[src/rtl/ddr_arb_pkg.sv]
// Shared types and round-robin helper for the DDR port arbiter.
package ddr_arb_pkg;

  localparam int unsigned MAX_REQ = 16;
  localparam int unsigned IDX_W   = 4;

  typedef enum logic [1:0] {
    RD_IDLE,
    RD_REQ,
    RD_DATA
  } rd_state_t;

  typedef enum logic {
    WR_IDLE,
    WR_REQ
  } wr_state_t;

  typedef struct packed {
    logic             found;
    logic [IDX_W-1:0] idx;
  } rr_pick_t;

  // First requester at or after ptr+1, wrapping modulo n.
  function automatic rr_pick_t rr_pick(input logic [MAX_REQ-1:0] req,
                                       input logic [IDX_W-1:0]   ptr,
                                       input int unsigned        n);
    rr_pick_t    res;
    int unsigned pos;
    res = '0;
    for (int unsigned k = 1; k <= MAX_REQ; k++) begin
      pos = 32'(ptr) + k;
      if (pos >= n) pos = pos - n;
      if (k <= n && !res.found && req[IDX_W'(pos)]) begin
        res.found = 1'b1;
        res.idx   = IDX_W'(pos);
      end
    end
    return res;
  endfunction

endpackage

[src/rtl/ddr_port_arbiter_rr_select.sv]
// Combinational round-robin index selector over NUM_REQ request lines.
module rr_select
  import ddr_arb_pkg::*;
#(
  parameter int unsigned NUM_REQ = 4
) (
  input  logic [NUM_REQ-1:0] req,
  input  logic [IDX_W-1:0]   ptr,
  output logic               found_c,
  output logic [IDX_W-1:0]   idx_c
);

  rr_pick_t pick;

  always_comb begin
    pick = rr_pick(MAX_REQ'(req), ptr, NUM_REQ);
  end

  assign found_c = pick.found;
  assign idx_c   = pick.idx;

endmodule

[src/rtl/ddr_port_arbiter.sv]
// Shares one DDR read channel and one DDR write channel among NUM_REQ cores
// with independent round-robin arbitration; read grants span the whole burst.
module ddr_port_arbiter
  import ddr_arb_pkg::*;
#(
  parameter int unsigned NUM_REQ = 4,
  parameter int unsigned ADDR_W  = 32,
  parameter int unsigned DATA_W  = 32,
  parameter int unsigned LEN_W   = 8
) (
  input  logic                      clk,
  input  logic                      rst_n,
  input  logic [NUM_REQ-1:0]        core_rd_req,
  input  logic [NUM_REQ*ADDR_W-1:0] core_rd_addr,
  input  logic [NUM_REQ*LEN_W-1:0]  core_rd_len,
  output logic [NUM_REQ-1:0]        core_rd_grant,
  output logic [DATA_W-1:0]         core_rd_data,
  output logic [NUM_REQ-1:0]        core_rd_valid,
  input  logic [NUM_REQ-1:0]        core_wr_req,
  input  logic [NUM_REQ*ADDR_W-1:0] core_wr_addr,
  input  logic [NUM_REQ*DATA_W-1:0] core_wr_data,
  output logic [NUM_REQ-1:0]        core_wr_grant,
  output logic                      ddr_read_req,
  output logic [ADDR_W-1:0]         ddr_read_addr,
  output logic [LEN_W-1:0]          ddr_read_len,
  input  logic                      ddr_read_grant,
  input  logic [DATA_W-1:0]         ddr_read_data,
  input  logic                      ddr_read_valid,
  output logic                      ddr_write_req,
  output logic [ADDR_W-1:0]         ddr_write_addr,
  output logic [DATA_W-1:0]         ddr_write_data,
  input  logic                      ddr_write_grant,
  output logic                      rd_busy,
  output logic                      stray_valid_err
);

  rd_state_t        rd_state;
  wr_state_t        wr_state;
  logic [IDX_W-1:0] rr_rd_ptr;
  logic [IDX_W-1:0] rr_wr_ptr;
  logic [IDX_W-1:0] rd_idx;
  logic [IDX_W-1:0] wr_idx;
  logic [IDX_W-1:0] rd_sel;
  logic [IDX_W-1:0] wr_sel;
  logic             rd_found;
  logic             wr_found;
  logic [LEN_W-1:0] beats_left;
  logic [LEN_W-1:0] sel_len;
  logic             rd_accept;
  logic             rd_beat;
  logic             wr_accept;

  rr_select #(.NUM_REQ(NUM_REQ)) u_rd_sel (
    .req     (core_rd_req),
    .ptr     (rr_rd_ptr),
    .found_c (rd_found),
    .idx_c   (rd_sel)
  );

  rr_select #(.NUM_REQ(NUM_REQ)) u_wr_sel (
    .req     (core_wr_req),
    .ptr     (rr_wr_ptr),
    .found_c (wr_found),
    .idx_c   (wr_sel)
  );

  // A beat is routed with the grant itself or at any time during RD_DATA.
  assign rd_accept = (rd_state == RD_REQ) && ddr_read_grant;
  assign rd_beat   = ddr_read_valid && (rd_accept || (rd_state == RD_DATA));
  assign wr_accept = (wr_state == WR_REQ) && ddr_write_grant;
  assign sel_len   = core_rd_len[32'(rd_sel)*LEN_W +: LEN_W];

  assign core_rd_grant = rd_accept ? (NUM_REQ'(1) << rd_idx) : '0;
  assign core_rd_valid = rd_beat   ? (NUM_REQ'(1) << rd_idx) : '0;
  assign core_rd_data  = rd_beat   ? ddr_read_data : '0;
  assign core_wr_grant = wr_accept ? (NUM_REQ'(1) << wr_idx) : '0;
  assign rd_busy       = (rd_state != RD_IDLE);

  always_ff @(posedge clk or negedge rst_n) begin
    if (!rst_n) begin
      rd_state        <= RD_IDLE;
      rr_rd_ptr       <= IDX_W'(NUM_REQ - 1);
      rd_idx          <= '0;
      ddr_read_req    <= 1'b0;
      ddr_read_addr   <= '0;
      ddr_read_len    <= '0;
      beats_left      <= '0;
      stray_valid_err <= 1'b0;
    end else begin
      if (ddr_read_valid && !rd_beat) stray_valid_err <= 1'b1;
      case (rd_state)
        RD_IDLE: begin
          if (rd_found) begin
            rd_idx        <= rd_sel;
            ddr_read_addr <= core_rd_addr[32'(rd_sel)*ADDR_W +: ADDR_W];
            ddr_read_len  <= (sel_len == '0) ? LEN_W'(1) : sel_len;
            ddr_read_req  <= 1'b1;
            rd_state      <= RD_REQ;
          end
        end
        RD_REQ: begin
          if (ddr_read_grant) begin
            ddr_read_req <= 1'b0;
            if (ddr_read_valid && ddr_read_len == LEN_W'(1)) begin
              beats_left <= '0;
              rr_rd_ptr  <= rd_idx;
              rd_state   <= RD_IDLE;
            end else begin
              beats_left <= ddr_read_valid ? ddr_read_len - LEN_W'(1) : ddr_read_len;
              rd_state   <= RD_DATA;
            end
          end
        end
        RD_DATA: begin
          if (ddr_read_valid) begin
            beats_left <= beats_left - LEN_W'(1);
            if (beats_left == LEN_W'(1)) begin
              rr_rd_ptr <= rd_idx;
              rd_state  <= RD_IDLE;
            end
          end
        end
        default: rd_state <= RD_IDLE;
      endcase
    end
  end

  always_ff @(posedge clk or negedge rst_n) begin
    if (!rst_n) begin
      wr_state       <= WR_IDLE;
      rr_wr_ptr      <= IDX_W'(NUM_REQ - 1);
      wr_idx         <= '0;
      ddr_write_req  <= 1'b0;
      ddr_write_addr <= '0;
      ddr_write_data <= '0;
    end else begin
      case (wr_state)
        WR_IDLE: begin
          if (wr_found) begin
            wr_idx         <= wr_sel;
            ddr_write_addr <= core_wr_addr[32'(wr_sel)*ADDR_W +: ADDR_W];
            ddr_write_data <= core_wr_data[32'(wr_sel)*DATA_W +: DATA_W];
            ddr_write_req  <= 1'b1;
            wr_state       <= WR_REQ;
          end
        end
        WR_REQ: begin
          if (ddr_write_grant) begin
            ddr_write_req <= 1'b0;
            rr_wr_ptr     <= wr_idx;
            wr_state      <= WR_IDLE;
          end
        end
        default: wr_state <= WR_IDLE;
      endcase
    end
  end

endmodule
[config.mk]
export PLATFORM = sky130hd
export DESIGN_NAME = ddr_port_arbiter
export DESIGN_NICKNAME = d
export VERILOG_FILES = /design/src/rtl/ddr_arb_pkg.sv /design/src/rtl/ddr_port_arbiter_rr_select.sv /design/src/rtl/ddr_port_arbiter.sv
export SDC_FILE = /design/constraint.sdc
export NUM_CORES = 1
export LEC_CHECK = 0
export ABC_AREA = 1
export CORE_AREA = 2 2 238 240
export DETAILED_ROUTE_END_ITERATION = 10
export DIE_AREA = 0 0 240 242
export GPL_TIMING_DRIVEN = 0
export PLACE_DENSITY = 0.49
export SYNTH_ARGS = -nofsm -noshare
export SYNTH_HDL_FRONTEND = slang
export SYNTH_SLANG_ARGS = --single-unit
[constraint.sdc]
create_clock -name clk -period 3.8 [get_ports clk]
set_input_delay 0.76 -clock clk [delete_from_list [all_inputs] [get_ports clk]]
set_output_delay 0.76 -clock clk [all_outputs]
set_load 0.005 [all_outputs]
---- Word level (Yosys, flattened, before mapping) ----
Cells that the tools add are included.
operators by class
  add/subtract/negate cells ............... 18
  magnitude comparators ................... 16
  equality and inequality tests ........... 11
  shift-type cells ........................ 6
  mux-type cells .......................... 62
  bitwise operators ....................... 1
  reductions and logical operators ........ 32
operators by type and width
  operator             count
  $shiftx 128x10->32   3
  $mux 4               15
  $ge 5x3->1 const B   8
  $lt 4x5->1 const B   8
  $mux 5               8
  $mux 8               5
  $bmux 1 s4           8
  $mux 32              1
  $shiftx 32x8->8      1
  $sub 4x3->4 const B  8
  $add 4x2->5 const B  4
  $eq 8x1->1 const B   2
  $pmux 8 s2           1
  $sub 8x1->8 const B  2
  $mux 1               14
  $logic_and 1x1->1    11
  $add 4x1->5 const B  2
  $add 4x3->5 const B  2
  $mux 2               5
  $logic_not 8->1      1
  $ne 2x1->1 const B   4
  $pmux 4 s2           1
  $reduce_and 2->1     4
  $shl 1x4->4 const A  2
  other kinds (13)     26
word-level totals
  register bits after elaboration ......... 134
  input bits .............................. 461
  output and inout bits ................... 152
  logic and storage cells ................. 160

---- Depth between registers and ports, before layout ----
  word-level depth ........................ 18
  gate-level depth with buffers ........... 25
  mapped depth without buffers ............ 24

---- Hierarchy ----
A second synthesis with hierarchy kept.
unflattened totals
  cell total of the unflattened synthesis .. 1388
  area, all modules ....................... 9854.5 µm²
by module, submodules not included
  module                 instances  cells an instance  area each (µm²)  sequential area each (µm²)
  ddr_port_arbiter       1          1158               8554.5           3358.2
  rr_select at u_rd_sel  1          115                654.4            0.0
  rr_select at u_wr_sel  1          115                645.6            0.0

---- Worst setup path after synthesis ----
No wires, ideal clock.
  path kind ............................... reg-to-reg
  start point ............................. register rr_wr_ptr[0]
  end point ............................... register ddr_write_addr[0]
  setup time .............................. 0.118 ns
  data arrival time ....................... 2.714 ns
  data required time ...................... 3.682 ns
  setup slack ............................. 0.968 ns
  cell stages (with the launch flop) ...... 20
  path buffers ............................ 3
  period minus slack after synthesis ...... 2.832 ns
  cell sequence ........................... dfstp_2 buf_2 inv_1 ha_1 xor2_1 inv_1 ha_1 a21oi_1 nand3_1 nand2_1 nand3b_1 and3_4 nand2_1 nor2_1 nor2_2 buf_6 buf_6 nand3_1 nand3_1 nand2_1
on the way
  longest elaborated chain between the ends .. 16
  elaborated cells between the ends (all ways) .. 36
  classes of those cells .................. add/sub (8); order compare (4); shift (1); mux (16); reduce/logical (7)
ends and longest elaborated chain
  what                                                    RTL line                 source
  start, declared                                         ddr_port_arbiter.sv:40   logic [IDX_W-1:0] rr_wr_ptr;
  start signal, assigned                                  ddr_port_arbiter.sv:131  rr_wr_ptr <= IDX_W'(NUM_REQ - 1);
  start signal, assigned                                  ddr_port_arbiter.sv:150  rr_wr_ptr <= wr_idx;
  $add 4x1->5                                             ddr_arb_pkg.sv:31        pos = 32'(ptr) + k;
  $sub 4x3->4 or $ge 5x3->1 (tied branches)               ddr_arb_pkg.sv:32        if (pos >= n) pos = pos - n;
  $mux 4                                                  ddr_arb_pkg.sv:32
  $bmux 1 s4                                              ddr_arb_pkg.sv:33        if (k <= n && !res.found && req[IDX_W'(pos)]) begin
  $mux 1 (not written as such)                            ddr_arb_pkg.sv:33
  $mux 5                                                  ddr_arb_pkg.sv:33
  $logic_not 1->1                                         ddr_arb_pkg.sv:33
  $logic_and 1x1->1                                       ddr_arb_pkg.sv:33
  $mux 5                                                  ddr_arb_pkg.sv:33
  $logic_not 1->1                                         ddr_arb_pkg.sv:33
  $logic_and 1x1->1                                       ddr_arb_pkg.sv:33
  $mux 5                                                  ddr_arb_pkg.sv:33
  $logic_not 1->1                                         ddr_arb_pkg.sv:33
  $logic_and 1x1->1                                       ddr_arb_pkg.sv:33
  $mux 5 *                                                ddr_arb_pkg.sv:33
  $shiftx 128x10->32 or $reduce_and 2->1 (tied branches)  -
  end signal, assigned                                    ddr_port_arbiter.sv:141  ddr_write_addr <= core_wr_addr[32'(wr_sel)*ADDR_W +: ADDR_W];
  end, declared                                           ddr_port_arbiter.sv:30   output logic [ADDR_W-1:0] ddr_write_addr,
Every way passes the cells marked *; elsewhere a longest branch is shown, timed or not. The select of a mux whose other input is x is not followed.
A chain may end at the register's enable or synchronous reset.

---- Worst setup path after layout ----
  start point ............................. register rr_wr_ptr[0]
  end point ............................... register ddr_write_data[30]
on the way
  longest elaborated chain between the ends .. 16
  elaborated cells between the ends (all ways) .. 36
  classes of those cells .................. add/sub (8); order compare (4); shift (1); mux (16); reduce/logical (7)
ends and longest elaborated chain
  what                                                    RTL line                 source
  $add 4x1->5                                             ddr_arb_pkg.sv:31
  $sub 4x3->4 or $ge 5x3->1 (tied branches)               ddr_arb_pkg.sv:32
  $mux 4                                                  ddr_arb_pkg.sv:32
  $bmux 1 s4                                              ddr_arb_pkg.sv:33
  $mux 1 (not written as such)                            ddr_arb_pkg.sv:33
  $mux 5                                                  ddr_arb_pkg.sv:33
  $logic_not 1->1                                         ddr_arb_pkg.sv:33
  $logic_and 1x1->1                                       ddr_arb_pkg.sv:33
  $mux 5                                                  ddr_arb_pkg.sv:33
  $logic_not 1->1                                         ddr_arb_pkg.sv:33
  $logic_and 1x1->1                                       ddr_arb_pkg.sv:33
  $mux 5                                                  ddr_arb_pkg.sv:33
  $logic_not 1->1                                         ddr_arb_pkg.sv:33
  $logic_and 1x1->1                                       ddr_arb_pkg.sv:33
  $mux 5 *                                                ddr_arb_pkg.sv:33
  $shiftx 128x10->32 or $reduce_and 2->1 (tied branches)  -
  end signal, assigned                                    ddr_port_arbiter.sv:142  ddr_write_data <= core_wr_data[32'(wr_sel)*DATA_W +: DATA_W];
  end, declared                                           ddr_port_arbiter.sv:31   output logic [DATA_W-1:0] ddr_write_data,
Marked as above.

==> flow_summary_export.csv <==
group,metric,value,unit
logic_synthesis,synth_seq_cells,134,
logic_synthesis,synth_common_cells,"nand2_1 (597), nand3_1 (333), nand4_1 (135), dfrtp_1 (130), inv_1 (93)",
setup_path,cp.arrival,3890,ps
job,maxCapViolations,0,
worst_hold_path,hold_path_class,"in -> async",
global_route,grtUsageTotal,19.68,%
cells_and_area,nets,2768,
logic_synthesis,syn-mean-instance-area,6.423,um2
setup_path,rr_endpoint,"ddr_write_data[30]",
power_and_ir_drop,switching_power,10.99,mW
power_and_ir_drop,internal_power,8.876,mW
clock_network,clockBufferDepth,2,
logic_synthesis,synth_top_area_share,30.77,%
sta,post-route-min-period,3533,ps
setup_path,r2r_start,"rr_wr_ptr[0]",
clock_network,cts.sinks,134,
logic_synthesis,synth_fp_nets,2137,
setup_path,crit_chain,"buf_2 > inv_1 > ha_1 > xor2_1 > inv_1 > ha_1 > a21oi_1 > nand3_1 > nand2_1 > nand3b_1 > nor2_1 > nand2_1 > clkbuf_4 > buf_2 > nand4_1 > nand3_1 > nand3_1 > nand2_1",
setup_path,cp.depth,18,
cells_and_area,fill_cells,6108,
clock_network,path_clk_slew,60,ps
power_and_ir_drop,power_density,1084,nW/um2
sta,worst_slew_pin_slew,848.4,ps
setup_path,critPathSlowestCell,"dfstp_2",
drt,drc,0,
sta,max_freq,283.0,MHz
setup_path,path_class,"reg -> reg",
drt,first_iter_violations,925,
logic_synthesis,ys_dominant_reg_cell,"dfrtp_1",
setup_path,cp.required,4160,ps
global_route,overflow,0,
logic_synthesis,syn_inst,1646,
clock_network,cts_tree,"done",
setup_path,startpoint_type,"flop",
setup_path,cp_top_family,"simple AND/OR/NAND/NOR gates",
power_and_ir_drop,seqPwrFrac,13.5,%
logic_synthesis,synth_area_leaders,"dfrtp_1 (31%), nand2_1 (21%), nand3_1 (16%)",
drt,vias,14070,
place,io_buffer_count,611,
die,core,55730,um2
setup_path,crit_fanout,10,
die,num_io_pins,613,
die,fp.dieH,242,um
outcome,status,"finished, final reports clean",
cells_and_area,drive_above_1_share,7.598,%
power_and_ir_drop,switching_share,55.32,%
logic_synthesis,async_reset_ff_share,100.0,%
cells_and_area,syn2layout_area_growth,73.36,%
clock_network,h-tree-depth,4,
place,place.gp.congestion,0.9190,
drt,ant_nets,0,
clock_network,numCtsBuffers,17,
global_route,first_global_vias,13710,
die,die_area,58080,um2
setup_path,path_buf_inv,5,
sta,post-route-period-util,92.98,%
logic_synthesis,synth.yosys.warnings,0,
global_route,grt_pass1_wl,85160,um
clock_network,insertion_delay,480,ps
drt,drt_pass1_iterations,5,
logic_synthesis,post_synth_instance_area,10570,um2
logic_synthesis,synth_enable_flop_cells,0,
logic_synthesis,ys_types,39,
logic_synthesis,yosysSeqAreaShare,31.76,%
clock_network,cts_root_buffer,"clkbuf_16",
die,start_util,18.97,%
setup_path,crit_end,"ddr_write_data[30]",
power_and_ir_drop,ir_drop,0.0004561,V
power_and_ir_drop,leakagePower,8.261,nW
global_route,grt_max_degree,86,
setup_path,cp-end-kind,"flop",
die,fp-row-count,87,
sta,maxSlewViolCount,0,
global_route,antenna_found_initial,5,
logic_synthesis,synth_most_common_cell,"nand2_1",
sta,fin_worst_skew,14.20,ps
sta,setup_viol,0,
power_and_ir_drop,power,19.86,mW
die,die_x,240,um
sta,slew_headroom,43.44,%
drt,drt-vias-per-instance,4.613,
sta,grt_setup_unrepaired,"true",
drt,wire_per_inst,19.37,um
cells_and_area,final_area,18330,um2
sta,final_hold_viol_count,0,
setup_path,rr_worst_depth,18,
clock_network,post_cts_buffers,0,
place,placed_cell_area,17660,um2
drt,routed_wl,59080,um
logic_synthesis,yosys.area.top_type,"dfrtp_1",
setup_path,r2r_slack,270,ps
power_and_ir_drop,p_clk_share,9.1,%
power_and_ir_drop,combPwrFrac,77.4,%
setup_path,crit_path_max_incr_delay,620,ps
setup_path,crit_start,"rr_wr_ptr[0]",
place,hpwl,47630,um
-- cells in the final DEF, fill, tap and decap left out, drive strengths merged, types with 3 or more instances in the layout --
cell           instances
nand4                135
clkdlybuf4s50        610
inv                   99
nand3b                 4
nor2                  83
bufinv                 3
dfrtp                130
a21oi                 17
dfstp                  4
a22oi                  3
o21ai                 48
buf                   99
xor2                   7
nor3                   4
nand2                604
clkinvlp               3
diode                  4
clkinv                 4
ha                    30
clkbuf                48
xnor2                  5
nand3                338
-- final cells by class --
class,count,area (um2),area share [%]
diodes,4,10.01,0.05461
plain buffers,124,689.4,3.761
clock buffers,21,480.5,2.621
clock inverters,11,145.1,0.7919
inverters,98,367.9,2.007
multi-input cells,1290,6187,33.76
flip-flops and latches,134,3358,18.32
well taps,756,945.9,5.161
repair buffers,612,6145,33.52
-- how the worst min path moves through the flow --
| stage | endpoint | cells after the start |
|---|---|---|
| 2_1_floorplan | beats_left[0] | 0 |
| 3_3_place_gp | ddr_write_addr[9] | 2 |
| 5_1_grt | ddr_read_addr[29] | 1 |
| 6_report | ddr_read_addr[25] | 1 |
| 3_5_place_dp | ddr_write_data[18] | 2 |
| 4_1_cts | ddr_read_addr[24] | 1 |
-- cells by family (layout without fill, tap and decap cells) --
group / count (synthesis) / in the layout / share of synthesized area, %
simple gates: 1173 / 1173 / 49.78
buf+inv: 222 / 866 / 9.740
flops: 134 / 134 / 31.76
compound gates: 75 / 75 / 4.107
fa+ha+maj: 30 / 30 / 3.550
xor+xnor: 12 / 12 / 1.065
other cells: 0 / 4 / 0
-- flip-flops by register name, summed over array words and instances, names as in the netlist --
| register | cells |
|---|---|
| ddr_read_addr | 32 |
| ddr_write_addr | 32 |
| ddr_write_data | 32 |
| beats_left | 8 |
| ddr_read_len | 8 |
| rd_idx | 4 |
| rr_rd_ptr | 4 |
| rr_wr_ptr | 4 |
| wr_idx | 4 |
| rd_state | 2 |
| ddr_read_req | 1 |
| ddr_write_req | 1 |
| stray_valid_err | 1 |
| wr_state | 1 |
-- through the flow --
stage | hold slack (ps) | cells | setup WS, ps | utilization, % | TNS (ps)
after floorplan | 464.4 | 1646 | 967.9 | - | 0
after global placement | 463.2 | 3013 | -4345 | 31.64 | -571980
after detailed placement | 463.9 | 3014 | 55.41 | 31.69 | 0
after CTS | 217.4 | 3046 | 55.35 | 32.81 | 0
after global routing | 252.1 | 3049 | -22.48 | 32.88 | -46.63
final | 228.8 | 3050 | 266.9 | 32.89 | 0
-- what timing repair did --
action / CTS / global route
setup endpoints to repair: 0 / 29
hold buffers: 0 / 0
resized for setup: 0 / 20
-- routing by layer --
layer	vias up	share of wire, %	track usage, %
li1	6754	-	-
met1	6644	42	24.23
met2	578	48	32.85
met3	92	7.2	4.740
met4	2	3.0	7.782
met5	-	0.019	0
-- power by group through the flow --
stage / registers, mW / logic, mW / clock network, mW
2_1_floorplan: 2.67 / 9.11 / 0
3_3_place_gp: 2.68 / 15.2 / 0
3_5_place_dp: 2.69 / 15.2 / 0
4_1_cts: 2.68 / 15.3 / 1.89
6_report: 2.68 / 15.4 / 1.81
5_1_grt: 2.78 / 16.9 / 1.94
Note: power is estimated with default switching activity, not from simulation.
